===== src/rtl/maxigp_fanout.sv =====
// One-to-NPORT AXI-style fanout: routes each AR/AW burst to the slave port picked by an address field.
// Read and write paths are independent FSMs, and each FSM carries one burst at a time.
module maxigp_fanout #(
  parameter int NPORT   = 4,
  parameter int SEL_LSB = 12,
  parameter int ADDR_W  = 32,
  parameter int ID_W    = 12,
  parameter int DATA_W  = 32,
  parameter int LEN_W   = 4
) (
  input  logic                    CLK,
  input  logic                    nRST,
  // upstream read address / write address / write data
  input  logic                    in_ar_ena,
  input  logic [ADDR_W-1:0]       in_ar_addr,
  input  logic [ID_W-1:0]         in_ar_id,
  input  logic [LEN_W-1:0]        in_ar_len,
  output logic                    in_ar_rdy,
  input  logic                    in_aw_ena,
  input  logic [ADDR_W-1:0]       in_aw_addr,
  input  logic [ID_W-1:0]         in_aw_id,
  input  logic [LEN_W-1:0]        in_aw_len,
  output logic                    in_aw_rdy,
  input  logic                    in_w_ena,
  input  logic [DATA_W-1:0]       in_w_data,
  input  logic [ID_W-1:0]         in_w_id,
  input  logic                    in_w_last,
  output logic                    in_w_rdy,
  // upstream responses
  output logic                    in_b_ena,
  output logic [ID_W-1:0]         in_b_id,
  output logic [1:0]              in_b_resp,
  input  logic                    in_b_rdy,
  output logic                    in_r_ena,
  output logic [DATA_W-1:0]       in_r_data,
  output logic [ID_W-1:0]         in_r_id,
  output logic                    in_r_last,
  output logic [1:0]              in_r_resp,
  input  logic                    in_r_rdy,
  // downstream ports
  output logic [NPORT-1:0]        out_ar_ena,
  output logic [ADDR_W-1:0]       out_ar_addr,
  output logic [ID_W-1:0]         out_ar_id,
  output logic [LEN_W-1:0]        out_ar_len,
  input  logic [NPORT-1:0]        out_ar_rdy,
  output logic [NPORT-1:0]        out_aw_ena,
  output logic [ADDR_W-1:0]       out_aw_addr,
  output logic [ID_W-1:0]         out_aw_id,
  output logic [LEN_W-1:0]        out_aw_len,
  input  logic [NPORT-1:0]        out_aw_rdy,
  output logic [NPORT-1:0]        out_w_ena,
  output logic [DATA_W-1:0]       out_w_data,
  output logic [ID_W-1:0]         out_w_id,
  output logic                    out_w_last,
  input  logic [NPORT-1:0]        out_w_rdy,
  input  logic [NPORT-1:0]        out_b_ena,
  input  logic [NPORT*ID_W-1:0]   out_b_id,
  input  logic [NPORT*2-1:0]      out_b_resp,
  output logic [NPORT-1:0]        out_b_rdy,
  input  logic [NPORT-1:0]        out_r_ena,
  input  logic [NPORT*DATA_W-1:0] out_r_data,
  input  logic [NPORT*ID_W-1:0]   out_r_id,
  input  logic [NPORT-1:0]        out_r_last,
  input  logic [NPORT*2-1:0]      out_r_resp,
  output logic [NPORT-1:0]        out_r_rdy,
  // FSM state for observation
  output logic [1:0]              r_state_dbg,
  output logic [2:0]              w_state_dbg
);
  // Handshake: ENA is valid, RDY is ready; a beat moves only on a cycle where both are 1,
  // and neither side may make its signal depend on the other being asserted first.
  localparam int SELW = $clog2(NPORT);
  localparam logic [SELW:0] PORT_LIM = (SELW+1)'(NPORT);

  typedef enum logic [1:0] {R_IDLE, R_ADDR, R_DATA, R_ERR} r_state_t;
  typedef enum logic [2:0] {W_IDLE, W_ADDR, W_DATA, W_RESP, W_ERRD, W_ERRB} w_state_t;

  r_state_t          r_state, r_next;
  w_state_t          w_state, w_next;
  logic [ADDR_W-1:0] ar_addr_q, aw_addr_q;
  logic [ID_W-1:0]   ar_id_q, aw_id_q;
  logic [LEN_W-1:0]  ar_len_q, aw_len_q;
  logic [SELW-1:0]   r_port, w_port, ar_sel, aw_sel;
  logic [LEN_W:0]    r_cnt;
  logic [NPORT-1:0]  r_onehot, w_onehot;
  logic              ar_bad, aw_bad, ar_fire, aw_fire, err_last;

  assign ar_sel   = in_ar_addr[SEL_LSB +: SELW];
  assign aw_sel   = in_aw_addr[SEL_LSB +: SELW];
  assign ar_bad   = {1'b0, ar_sel} >= PORT_LIM;
  assign aw_bad   = {1'b0, aw_sel} >= PORT_LIM;
  assign ar_fire  = in_ar_ena && (r_state == R_IDLE);
  assign aw_fire  = in_aw_ena && (w_state == W_IDLE);
  assign r_onehot = NPORT'(1) << r_port;
  assign w_onehot = NPORT'(1) << w_port;
  assign err_last = (r_cnt == {1'b0, ar_len_q});

  // Downstream request payloads come from registers, so they stay put however upstream behaves.
  assign out_ar_addr = ar_addr_q;
  assign out_ar_id   = ar_id_q;
  assign out_ar_len  = ar_len_q;
  assign out_aw_addr = aw_addr_q;
  assign out_aw_id   = aw_id_q;
  assign out_aw_len  = aw_len_q;
  assign out_w_data  = in_w_data;
  assign out_w_id    = in_w_id;
  assign out_w_last  = in_w_last;
  assign r_state_dbg = r_state;
  assign w_state_dbg = w_state;

  always_ff @(posedge CLK or negedge nRST) begin
    if (!nRST) begin
      r_state   <= R_IDLE;
      ar_addr_q <= '0;
      ar_id_q   <= '0;
      ar_len_q  <= '0;
      r_port    <= '0;
      r_cnt     <= '0;
    end else begin
      r_state <= r_next;
      if (ar_fire) begin
        ar_addr_q <= in_ar_addr;
        ar_id_q   <= in_ar_id;
        ar_len_q  <= in_ar_len;
        r_port    <= ar_bad ? '0 : ar_sel;
        r_cnt     <= '0;
      end else if (r_state == R_ERR && in_r_rdy) begin
        r_cnt <= err_last ? '0 : r_cnt + 1'b1;
      end
    end
  end

  always_comb begin
    r_next     = r_state;
    in_ar_rdy  = 1'b0;
    out_ar_ena = '0;
    out_r_rdy  = '0;
    in_r_ena   = 1'b0;
    in_r_data  = '0;
    in_r_id    = '0;
    in_r_last  = 1'b0;
    in_r_resp  = '0;
    case (r_state)
      R_IDLE: begin
        in_ar_rdy = 1'b1;
        if (in_ar_ena) r_next = ar_bad ? R_ERR : R_ADDR;
      end
      R_ADDR: begin
        out_ar_ena = r_onehot;
        if (out_ar_rdy[r_port]) r_next = R_DATA;
      end
      R_DATA: begin
        in_r_ena  = out_r_ena[r_port];
        in_r_data = out_r_data[r_port*DATA_W +: DATA_W];
        in_r_id   = out_r_id[r_port*ID_W +: ID_W];
        in_r_last = out_r_last[r_port];
        in_r_resp = out_r_resp[r_port*2 +: 2];
        out_r_rdy = r_onehot & {NPORT{in_r_rdy}};
        if (out_r_ena[r_port] && in_r_rdy && out_r_last[r_port]) r_next = R_IDLE;
      end
      R_ERR: begin
        // Synthesise len+1 error beats so the master sees a complete burst.
        in_r_ena  = 1'b1;
        in_r_id   = ar_id_q;
        in_r_resp = 2'b11;
        in_r_last = err_last;
        if (in_r_rdy && err_last) r_next = R_IDLE;
      end
      default: r_next = R_IDLE;
    endcase
  end

  always_ff @(posedge CLK or negedge nRST) begin
    if (!nRST) begin
      w_state   <= W_IDLE;
      aw_addr_q <= '0;
      aw_id_q   <= '0;
      aw_len_q  <= '0;
      w_port    <= '0;
    end else begin
      w_state <= w_next;
      if (aw_fire) begin
        aw_addr_q <= in_aw_addr;
        aw_id_q   <= in_aw_id;
        aw_len_q  <= in_aw_len;
        w_port    <= aw_bad ? '0 : aw_sel;
      end
    end
  end

  always_comb begin
    w_next     = w_state;
    in_aw_rdy  = 1'b0;
    out_aw_ena = '0;
    out_w_ena  = '0;
    in_w_rdy   = 1'b0;
    in_b_ena   = 1'b0;
    in_b_id    = '0;
    in_b_resp  = '0;
    out_b_rdy  = '0;
    case (w_state)
      W_IDLE: begin
        in_aw_rdy = 1'b1;
        if (in_aw_ena) w_next = aw_bad ? W_ERRD : W_ADDR;
      end
      W_ADDR: begin
        out_aw_ena = w_onehot;
        if (out_aw_rdy[w_port]) w_next = W_DATA;
      end
      W_DATA: begin
        out_w_ena = w_onehot & {NPORT{in_w_ena}};
        in_w_rdy  = out_w_rdy[w_port];
        if (in_w_ena && out_w_rdy[w_port] && in_w_last) w_next = W_RESP;
      end
      W_RESP: begin
        in_b_ena  = out_b_ena[w_port];
        in_b_id   = out_b_id[w_port*ID_W +: ID_W];
        in_b_resp = out_b_resp[w_port*2 +: 2];
        out_b_rdy = w_onehot & {NPORT{in_b_rdy}};
        if (out_b_ena[w_port] && in_b_rdy) w_next = W_IDLE;
      end
      W_ERRD: begin
        // Swallow the orphaned write data, then answer with a decode error.
        in_w_rdy = 1'b1;
        if (in_w_ena && in_w_last) w_next = W_ERRB;
      end
      W_ERRB: begin
        in_b_ena  = 1'b1;
        in_b_id   = aw_id_q;
        in_b_resp = 2'b11;
        if (in_b_rdy) w_next = W_IDLE;
      end
      default: w_next = W_IDLE;
    endcase
  end
endmodule


===== config.mk =====
export PLATFORM = sky130hd
export DESIGN_NAME = maxigp_fanout
export DESIGN_NICKNAME = d
export VERILOG_FILES = /design/src/rtl/maxigp_fanout.sv
export SDC_FILE = /design/constraint.sdc
export NUM_CORES = 1
export LEC_CHECK = 0
export BUFFER_PORTS_ARGS = -buffer_cell sky130_fd_sc_hd__buf_2
export CAP_MARGIN = 40
export CORE_AREA = 2 2 251 253
export CTS_BUF_LIST = sky130_fd_sc_hd__clkbuf_8
export DETAILED_ROUTE_END_ITERATION = 6
export DIE_AREA = 0 0 253 255
export HOLD_SLACK_MARGIN = 0.05
export MAX_ROUTING_LAYER = met4
export SYNTH_ARGS = -nofsm -noshare
export SYNTH_HDL_FRONTEND = slang
export SYNTH_SLANG_ARGS = --single-unit

===== constraint.sdc =====
create_clock -name CLK -period 3.9 [get_ports CLK]
set_clock_uncertainty 0.1 [all_clocks]
set_input_delay 0.78 -clock CLK [delete_from_list [all_inputs] [get_ports CLK]]
set_output_delay 0.78 -clock CLK [all_outputs]
set_load 0.01 [all_outputs]

==> flow_metrics.py, run 1 <==
metrics = {
    "synth": {
        "yosys_most_used_dff": "sky130_fd_sc_hd__dfrtp_1",
        "synth_cells": 545,
        "number_of_enable_type_register_cells_in_the_synthesized_netlist": 0,
        "synth_area_um2": 7010,
        "ys_seq_area_frac": 0.378,
        "synth-compound-area-share": 0.0391,
        "yosys.area_share.adder": 0.00178,
        "netlist_top_cells_count": "sky130_fd_sc_hd__dfrtp_1 (106), sky130_fd_sc_hd__mux2_2 (96), sky130_fd_sc_hd__mux4_2 (59)",
        "synth-simple-area-share": 0.104,
        "postSynthRegisterBits": 106,
        "share_of_yosys_cell_area_claimed_by_the_top_area_cell_type": 0.378,
        "synth_fp_nets": 958,
        "synthesis.yosys.warnings": 0,
        "avgSynthCellArea_um2": 12.9,
        "synth-xor-area-share": 0.00500,
        "synth.top_cells.by_area": "sky130_fd_sc_hd__dfrtp_1 (38%), sky130_fd_sc_hd__mux4_2 (19%), sky130_fd_sc_hd__mux2_2 (15%), sky130_fd_sc_hd__buf_4 (5.0%), sky130_fd_sc_hd__and2_1 (3.1%)",
        "combinational_family_with_the_most_area_after_synthesis": "multiplexers",
        "post_synth_num_cell_types": 43,
        "asyncSetResetFlopFracSynth": 1.00,
        "muxShareOfSynthArea": 0.387,
        "library_cell_occupying_the_most_area_in_the_post_synthesis_netlist": "sky130_fd_sc_hd__dfrtp_1",
        "synthMostInstantiatedCell": "sky130_fd_sc_hd__dfrtp_1",
    },
    "floorplan": {
        "coreArea_um2": 62200,
        "die-area_um2": 64500,
        "starting_density": 0.113,
        "num_rows": 92,
        "die_height_um": 255,
        "floorplan.io_pins": 644,
        "die-width_um": 253,
    },
    "cts": {
        "clkLatencyLatePin_ns": 0.43,
        "cts_buffer_depth": 2,
        "cts_num_sinks": 106,
        "post_cts.repair.setup_buffers": 0,
        "cts_tree": "done",
        "cts-buffers-inserted": 9,
        "htree_num_levels": 3,
        "ctsResizeCount": 0,
        "cts_root_buffer": "sky130_fd_sc_hd__clkbuf_8",
        "cts-hold-fix-buffers": 0,
        "clk_transition_reported_paths_ns": 0.13,
    },
    "pwr": {
        "power_switching_share": 0.430,
        "p_leak_uw": 0.00499,
        "pwr-share-seq": 0.294,
        "power.share.clock": 0.104,
        "vdd_ir_drop_max_v": 0.000327,
        "combinationalPowerShare": 0.602,
        "finalPower_uw": 7400,
        "power_switching_uw": 3180,
        "powerDensity_nw_per_um2": 700,
        "power_report.internal_total_uw": 4220,
    },
    "timing": {
        "fin_tns_setup_ns": 0,
        "headroom_to_the_max_slew_limit": 0.446,
        "rsz0062_at_grt": "false",
        "hold_violations": 0,
        "worstMarginPinSlew_ns": 0.831,
        "final-setup-viol-count": 0,
        "maxClockFrequency_ghz": 0.290,
        "period_minus_slack_ns": 3.45,
        "fin_ws_ns": 0.449,
        "report.final.slew_viol_count": 0,
        "fin_crit_sh": 0.885,
    },
    "finish": {
        "drive_gt1_frac": 0.717,
        "nets": 1448,
        "layout-area-overhead-vs-synth_pct": 50.9,
        "postLayoutCoreUtil": 0.170,
    },
    "setup_path": {
        "timing.critical_path.arrival_ns": 2.57,
        "cpPeakStageDelay_ns": 0.94,
        "critPathCaptureType": "primary output",
        "data_required_critical_path_ns": 3.02,
        "regToRegSetupSlack_ns": 1.49,
        "r2r-start": "out_ar_addr[12]",
        "worst-r2r-cell-count": 4,
        "startpoint_type": "flop",
        "crit_path_max_fanout": 39,
        "timing.critical_path.cells": "buf_4 -> mux4_2 -> and2_1 -> buf_2",
        "worstSetupStartpoint": "out_ar_addr[12]",
        "setup.worst_path.class": "flop to primary output",
        "cpMaxStageDelayCell": "sky130_fd_sc_hd__dfrtp_4",
    },
    "global_routing": {
        "grt_ovf": 0,
        "number_of_antenna_violations_at_the_first_check_in_global_routing": 22,
        "first_global_vias": 6797,
        "grtUsageTotal": 0.102,
        "pin_count_of_the_biggest_net_entering_global_routing": 63,
        "grt_pass1_wl_um": 45800,
    },
    "route": {
        "post_drt_via_cell_ratio": 3.78,
        "drt_first_pass_iters": 5,
        "drt_first_iter_violations": 743,
        "sum_of_routed_wire_length_over_all_layers_um": 34200,
        "final_antenna_net_count": 0,
        "route.detailed.wl_per_inst_um": 18.4,
        "drc_errors": 0,
        "via_count": 7026,
    },
    "placed_design": {
        "routabilityCongestion": 1.16,
        "port_buffers": 555,
        "dp_hpwl_um": 28400,
        "preCtsSetupSlack_ns": 0.856,
    },
    "hold_path": {
        "min-delay-path-class": "primary input to asynchronous set/reset pin",
    },
    "status": {
        "run_status": "completed",
    },
    "run": {
        "cap_violations": 0,
    },
}
[flip-flops by register name, indices dropped and copies added, names as in the netlist]
name and cells:
out_ar_addr 32, out_ar_id 12, out_ar_len 4, out_aw_addr 32, out_aw_id 12, out_aw_len 4
r_cnt 5, r_state_dbg 2, w_state_dbg 3
[placed cells by master (no fill, tap or decap), drive strengths merged, types with 2 or more instances in the layout]
cell type  synthesis  routed
a211oi             2       2
o21ai              5       5
xor2               4       4
nand2             11      11
diode              0      22
nor2b             29      29
o21a               4       4
mux2i             17      17
a21o               2       2
nor2              25      25
nor3               9       9
and3               3       3
nand2b             6       6
a21oi              6       6
clkbuf            12      10
buf               75     566
mux2              96      96
inv                1       6
mux4              64      64
nand3              7       7
a22oi             12      12
dfrtp            106     106
and2              36      36
[logic make-up after synthesis]
| group | after synthesis |
|---|---|
| xor+xnor | 4 |
| mux | 177 |
| fa+ha+maj | 1 |
| flops | 106 |
| buf+inv | 88 |
| compound gates | 39 |
| simple gates | 130 |
[power by group through the flow]
| stage | Sequential [uW] | Clock, uW | Combinational [uW] |
|---|---|---|---|
| CTS | 2190 | 836 | 4500 |
| global placement | 2180 | 0 | 4390 |
| global route | 2280 | 869 | 4810 |
| finish | 2180 | 767 | 4450 |
| detailed placement | 2200 | 0 | 4490 |
| floorplan | 2210 | 0 | 2700 |
[worst max-delay path, delay by kind of cell (launching register included)]
| family | cells | cell delay [ns] |
|---|---|---|
| and+or+nand+nor | 1 | 0.19 |
| muxes | 1 | 0.53 |
| buffers and inverters | 2 | 0.46 |
| DFF | 1 | 0.94 |
[path summary, 6_finish.rpt]
path	to
max	in_r_data[16]
min	out_aw_addr[21]
max reg2reg	r_state_dbg[0]
min reg2reg	r_cnt[4]
max in group asynchronous	out_ar_addr[12]
min in group CLK	r_cnt[4]
[stage by stage]
| step | area [um2] | instances | hold WS, ns |
|---|---|---|---|
| finish | 10600 | 1861 | 0.230 |
| global route | 10600 | 1858 | 0.224 |
| CTS | 10500 | 1839 | 0.205 |
| detailed placement | 10300 | 1823 | 0.380 |
| global placement | 10300 | 1823 | 0.374 |
| floorplan | 7010 | 545 | 0.348 |
[per-layer routing]
| metal | vias to the layer above | track usage | wire (um) |
|---|---|---|---|
| met5 | - | - | 0 |
| met4 | 0 | 0.0489 | 1290 |
| met3 | 96 | 0.0500 | 4050 |
| met2 | 496 | 0.146 | 15200 |
| met1 | 3444 | 0.119 | 13700 |
| li1 | 2990 | - | - |
[cell type report]
class | count | area (um2)
flip-flops and latches | 106 | 2660
inverters | 1 | 3.75
diodes | 22 | 55.1
multi-input cells | 351 | 3770
clock buffers | 10 | 138
well taps | 799 | 1000
fillers | 6934 | 51600
repair buffers | 566 | 2890
clock inverters | 6 | 66.3
Power figures use the tool's default switching activity.
==> run 2, diff against run 1 <==
- PLACE_DENSITY: default -> 0.3
==> run 2 against run 1 <==
Against the previous run:
- sequential share of layout area about the same
- global-route usage up 0.22 points
- cell count down 0.70%
- sequential power down 3%
- critical path type unchanged
- worst hold slack better by 0.18 ns
- first-iteration DRC count down 64%
- setup slack better by 0.17 ns
- register-to-register slack better by 0.11 ns
- largest cell class unchanged
==> flow_metrics.py, run 2 (synthesis results as in run 1) <==
metrics = {
    "pwr": {
        "p_leak_uw": 0.00500,
        "vdd_ir_drop_max_v": 0.000280,
        "combinationalPowerShare": 0.611,
        "powerDensity_nw_per_um2": 696,
        "pwr-share-seq": 0.288,
        "power_switching_share": 0.436,
        "power.share.clock": 0.101,
        "power_report.internal_total_uw": 4160,
        "power_switching_uw": 3210,
    },
    "route": {
        "route.detailed.wl_per_inst_um": 18.6,
        "sum_of_routed_wire_length_over_all_layers_um": 34500,
        "post_drt_via_cell_ratio": 3.52,
        "final_antenna_net_count": 0,
        "drt_first_pass_iters": 4,
        "drc_errors": 0,
        "via_count": 6504,
        "drt_first_iter_violations": 268,
    },
    "timing": {
        "fin_crit_sh": 0.841,
        "headroom_to_the_max_slew_limit": 0.468,
        "rsz0062_at_grt": "false",
        "worstMarginPinSlew_ns": 0.798,
        "report.final.slew_viol_count": 0,
        "final-setup-viol-count": 0,
        "maxClockFrequency_ghz": 0.305,
        "period_minus_slack_ns": 3.28,
        "worst_hold_slack_ns": 0.413,
        "fin_ws_ns": 0.622,
        "hold_violations": 0,
        "fin_tns_setup_ns": 0,
    },
    "setup_path": {
        "crit_path_max_fanout": 18,
        "data_required_critical_path_ns": 3.02,
        "timing.critical_path.arrival_ns": 2.40,
        "cpMaxStageDelayCell": "sky130_fd_sc_hd__dfrtp_4",
        "startpoint_type": "flop",
        "setup.worst_path.class": "flop to primary output",
        "cpPeakStageDelay_ns": 0.66,
        "critPathCaptureType": "primary output",
        "timing.critical_path.cells": "buf_4 -> mux4_2 -> and2_1 -> buf_2",
    },
    "global_routing": {
        "number_of_antenna_violations_at_the_first_check_in_global_routing": 7,
        "grt_ovf": 0,
        "grtUsageTotal": 0.105,
        "first_global_vias": 6885,
        "grt_pass1_wl_um": 47400,
        "pin_count_of_the_biggest_net_entering_global_routing": 56,
    },
    "finish": {
        "layout_commonest_cell": "sky130_fd_sc_hd__buf_2",
        "postLayoutCoreUtil": 0.170,
        "fillers": 7060,
        "fin_cells": 1848,
        "drive_gt1_frac": 0.719,
        "nets": 1453,
        "final_cell_mix": "sky130_fd_sc_hd__buf_2 (554), sky130_fd_sc_hd__dfrtp_1 (103), sky130_fd_sc_hd__mux2_2 (96)",
        "layout-area-overhead-vs-synth_pct": 50.8,
    },
    "floorplan": {
        "floorplan.io_pins": 644,
        "num_rows": 92,
        "die-area_um2": 64500,
        "die-width_um": 253,
        "coreArea_um2": 62200,
        "starting_density": 0.113,
        "die_height_um": 255,
    },
    "cts": {
        "cts_num_sinks": 106,
        "clk_transition_reported_paths_ns": 0.12,
        "cts_buffer_depth": 2,
        "cts-hold-fix-buffers": 1,
        "post_cts.repair.setup_buffers": 0,
        "htree_num_levels": 3,
        "cts_root_buffer": "sky130_fd_sc_hd__clkbuf_8",
        "ctsResizeCount": 0,
        "cts_tree": "done",
        "clkLatencyLatePin_ns": 0.46,
        "cts-buffers-inserted": 9,
    },
    "placed_design": {
        "routabilityCongestion": 0.936,
        "dp_hpwl_um": 28400,
        "preCtsSetupSlack_ns": 1.05,
        "port_buffers": 555,
        "dp_cells": 1827,
    },
    "status": {
        "run_status": "completed",
    },
    "hold_path": {
        "min-delay-path-class": "flop to flop",
    },
    "run": {
        "cap_violations": 0,
    },
}
## run 2: changes by cell type in the layout (fill, tap and decap cells not counted)
cell and delta:
sky130_fd_sc_hd__clkbuf_8 -1, sky130_fd_sc_hd__clkinv_4 +1, sky130_fd_sc_hd__buf_4 +3, sky130_fd_sc_hd__inv_1 -2
sky130_fd_sc_hd__bufinv_16 -1, sky130_fd_sc_hd__diode_2 -17, sky130_fd_sc_hd__dlygate4sd3_1 +1, sky130_fd_sc_hd__clkinvlp_4 +1
sky130_fd_sc_hd__clkinv_8 +1, sky130_fd_sc_hd__buf_16 +1
## run 2: critical path, delay by kind of cell (launching register included)
family	cells	cell delay (ns)
DFF	1	0.66
buffers and inverters	2	0.55
muxes	1	0.54
and+or+nand+nor	1	0.17
## run 2: final timing paths
| kind | to | startpoint | depth (start not counted) | slack, ns |
|---|---|---|---|---|
| setup / recovery | in_r_data[14] | out_ar_addr[12] | 4 | 0.62 |
| hold / removal | out_aw_addr[28] | out_aw_addr[28] | 1 | 0.41 |
| setup reg to reg | out_aw_len[1] | w_state_dbg[0] | 3 | 1.60 |
| hold reg to reg | out_aw_addr[28] | out_aw_addr[28] | 1 | 0.41 |
| max in group asynchronous | out_ar_id[9] | nRST | 4 | 2.30 |
| min in group asynchronous | out_aw_addr[28] | nRST | 2 | 0.59 |
## run 2: power groups by stage
stage	clock [uW]	sequential (uW)	combinational (uW)
after CTS	831	2150	4600
after global routing	857	2220	4880
after floorplan	0	2210	2700
after detailed placement	0	2160	4590
after global placement	0	2160	4600
final	741	2120	4500
## run 2: metal layers
metal,track usage,vias up,wire [um]
met5,-,-,0
met4,0.0345,0,663
met3,0.0270,40,2100
met2,0.171,235,17200
met1,0.126,3261,14400
li1,-,2968,-
## run 2: through the flow
stage          area [um2]  total power, uW
6_report            10600             7360
5_1_grt             10600             7960
4_1_cts             10600             7570
3_5_place_dp        10400             6740
3_3_place_gp        10300             6750
2_1_floorplan        7010             4910
## run 2: area by class of cell
| cell class | count | area, um2 | share of cell area |
|---|---|---|---|
| timing repair buffer | 571 | 2950 | 0.279 |
| inverter | 1 | 3.75 | 0.000355 |
| clock buffer | 9 | 124 | 0.0117 |
| sequential | 106 | 2660 | 0.251 |
| clock inverter | 6 | 61.3 | 0.00580 |
| antenna | 5 | 12.5 | 0.00118 |
| multi-input combinational | 351 | 3770 | 0.356 |
| tap | 799 | 1000 | 0.0945 |
==> run 3, diff against run 2 <==
- CORE_AREA: 2 2 251 253 -> 2 2 253 255
- DIE_AREA: 0 0 253 255 -> 0 0 255 257
- clock period: 3.9 -> 3.1 ns (I/O delays scaled with it)
==> run 3 against run 2 <==
Against the previous run:
- cell count increased by 3.6%
- first-iteration DRC count increased by 1.5%
- clock power increased by 39%
- wire length decreased by 3.0%
- combinational power increased by 32%
- worst hold slack got worse by 0.13 ns
- flip-flop and latch count unchanged
- critical path type unchanged
- critical endpoint is now in_r_last
==> flow_metrics.py, run 3 (synthesis results as in run 1) <==
metrics = {
    "setup_path": {
        "startpoint_type": "flop",
        "cpMaxStageDelayCell": "sky130_fd_sc_hd__dfrtp_4",
        "cpPeakStageDelay_ns": 0.52,
        "crit_path_max_fanout": 7,
        "data_required_critical_path_ns": 2.38,
        "cp_num_buf_inv": 3,
        "largest_delay_contributor_family_on_the_critical_path": "flip-flops",
        "timing.critical_path.arrival_ns": 2.22,
        "timing.critical_path.cells": "buf_12 -> buf_4 -> mux4_2 -> a22o_1 -> buf_2",
        "setup.worst_path.class": "flop to primary output",
        "critPathCaptureType": "primary output",
    },
    "timing": {
        "fin_tns_setup_ns": 0,
        "final-setup-viol-count": 0,
        "period_minus_slack_ns": 2.94,
        "rsz0062_at_grt": "false",
        "fin_crit_sh": 0.950,
        "headroom_to_the_max_slew_limit": 0.549,
        "report.final.slew_viol_count": 0,
        "worst_hold_slack_ns": 0.282,
        "worstMarginPinSlew_ns": 0.676,
        "maxClockFrequency_ghz": 0.340,
        "hold_violations": 0,
    },
    "pwr": {
        "finalPower_uw": 9530,
        "p_leak_uw": 0.00509,
        "vdd_ir_drop_max_v": 0.000401,
        "powerDensity_nw_per_um2": 884,
    },
    "floorplan": {
        "die-area_um2": 65500,
        "die_height_um": 257,
        "num_rows": 92,
        "starting_density": 0.112,
        "die-width_um": 255,
        "coreArea_um2": 62700,
        "floorplan.io_pins": 644,
    },
    "route": {
        "drc_errors": 0,
        "route.detailed.wl_per_inst_um": 17.4,
        "post_drt_via_cell_ratio": 3.46,
        "sum_of_routed_wire_length_over_all_layers_um": 33400,
        "drt_first_pass_iters": 4,
        "drt_first_iter_violations": 272,
        "via_count": 6630,
        "final_antenna_net_count": 0,
    },
    "finish": {
        "nets": 1468,
        "stdcell_area_um2": 10800,
        "layout_commonest_cell": "sky130_fd_sc_hd__buf_2",
        "final_cell_mix": "sky130_fd_sc_hd__buf_2 (554), sky130_fd_sc_hd__dfrtp_1 (103), sky130_fd_sc_hd__mux2_2 (96)",
        "layout-area-overhead-vs-synth_pct": 53.8,
        "fillers": 7072,
        "drive_gt1_frac": 0.724,
        "postLayoutCoreUtil": 0.172,
    },
    "global_routing": {
        "first_global_vias": 7082,
        "grt_pass1_wl_um": 47600,
        "pin_count_of_the_biggest_net_entering_global_routing": 49,
        "number_of_antenna_violations_at_the_first_check_in_global_routing": 9,
        "grtUsageTotal": 0.102,
        "grt_ovf": 0,
    },
    "placed_design": {
        "place_area_um2": 10500,
        "port_buffers": 555,
        "dp_hpwl_um": 27900,
        "routabilityCongestion": 0.866,
    },
    "cts": {
        "htree_num_levels": 3,
        "cts_root_buffer": "sky130_fd_sc_hd__clkbuf_8",
        "cts_tree": "done",
        "clk_transition_reported_paths_ns": 0.14,
        "clkLatencyLatePin_ns": 0.46,
        "cts_num_sinks": 106,
        "cts_buffer_depth": 2,
        "cts-buffers-inserted": 9,
    },
    "hold_path": {
        "min-delay-path-class": "primary input to flop",
    },
    "status": {
        "run_status": "completed",
    },
    "run": {
        "cap_violations": 0,
    },
}
## run 3: cell count changes in the layout (fill, tap and decap cells not counted)
cell	change
sky130_fd_sc_hd__bufinv_16	+1
sky130_fd_sc_hd__inv_6	-1
sky130_fd_sc_hd__clkinv_4	+1
sky130_fd_sc_hd__inv_8	+1
sky130_fd_sc_hd__nor2_2	-1
sky130_fd_sc_hd__diode_2	+4
sky130_fd_sc_hd__buf_6	+2
sky130_fd_sc_hd__buf_4	+14
sky130_fd_sc_hd__buf_16	-1
sky130_fd_sc_hd__nor2_4	+1
sky130_fd_sc_hd__clkinvlp_4	-1
## run 3: power by group
group	internal (uW)	switching, uW	leakage [uW]	total, uW
clock network	397	632	0.000111	1030
logic	2970	2940	0.00371	5920
registers	2060	526	0.00127	2590
total	5430	4100	0.00509	9530
## run 3: routing by layer
metal / up-vias / global-route usage / routed length, um
met3: 38 / 0.0278 / 2440
met1: 3333 / 0.121 / 13500
met2: 249 / 0.166 / 16700
li1: 3010 / - / -
met5: - / - / 0
met4: 0 / 0.0351 / 730
## run 3: timing repair
item | in CTS | in global routing
setup buffers | 4 | 0
cloned | 0 | 0
setup endpoints to repair | 10 | 16
endpoints found under the hold margin | 36 | 0
hold buffers | 1 | 0
gates resized for setup | 1 | 2
## run 3: layout make-up
| type | count | area [um2] | area share |
|---|---|---|---|
| Clock inverter | 7 | 95.1 | 0.00882 |
| Antenna cell | 9 | 22.5 | 0.00209 |
| Clock buffer | 9 | 124 | 0.0115 |
| Multi-Input combinational cell | 351 | 3770 | 0.350 |
| Inverter | 1 | 3.75 | 0.000348 |
| Tap cell | 846 | 1060 | 0.0982 |
| Timing Repair Buffer | 586 | 3050 | 0.283 |
| Sequential cell | 106 | 2660 | 0.247 |
## run 3: worst paths after layout
check                                      from             end  slack, ns  cells after the start
worst min-delay path                in_ar_id[2]    out_ar_id[2]       0.28                      2
min in group asynchronous                  nRST  w_state_dbg[0]       0.59                      2
max in group asynchronous                  nRST  r_state_dbg[0]       1.61                      3
worst max-delay path            out_ar_addr[12]       in_r_last       0.16                      5
worst min register to register         r_cnt[4]        r_cnt[4]       0.40                      1
worst max register to register   r_state_dbg[0]        r_cnt[4]       0.98                      6
## run 3: stage by stage
stage / setup slack (ns) / cells
finish: 0.156 / 1915
floorplan: 0.823 / 545
detailed placement: 0.342 / 1885
global route: 0.00960 / 1913
global placement: 0.316 / 1885
CTS: 0.0362 / 1906
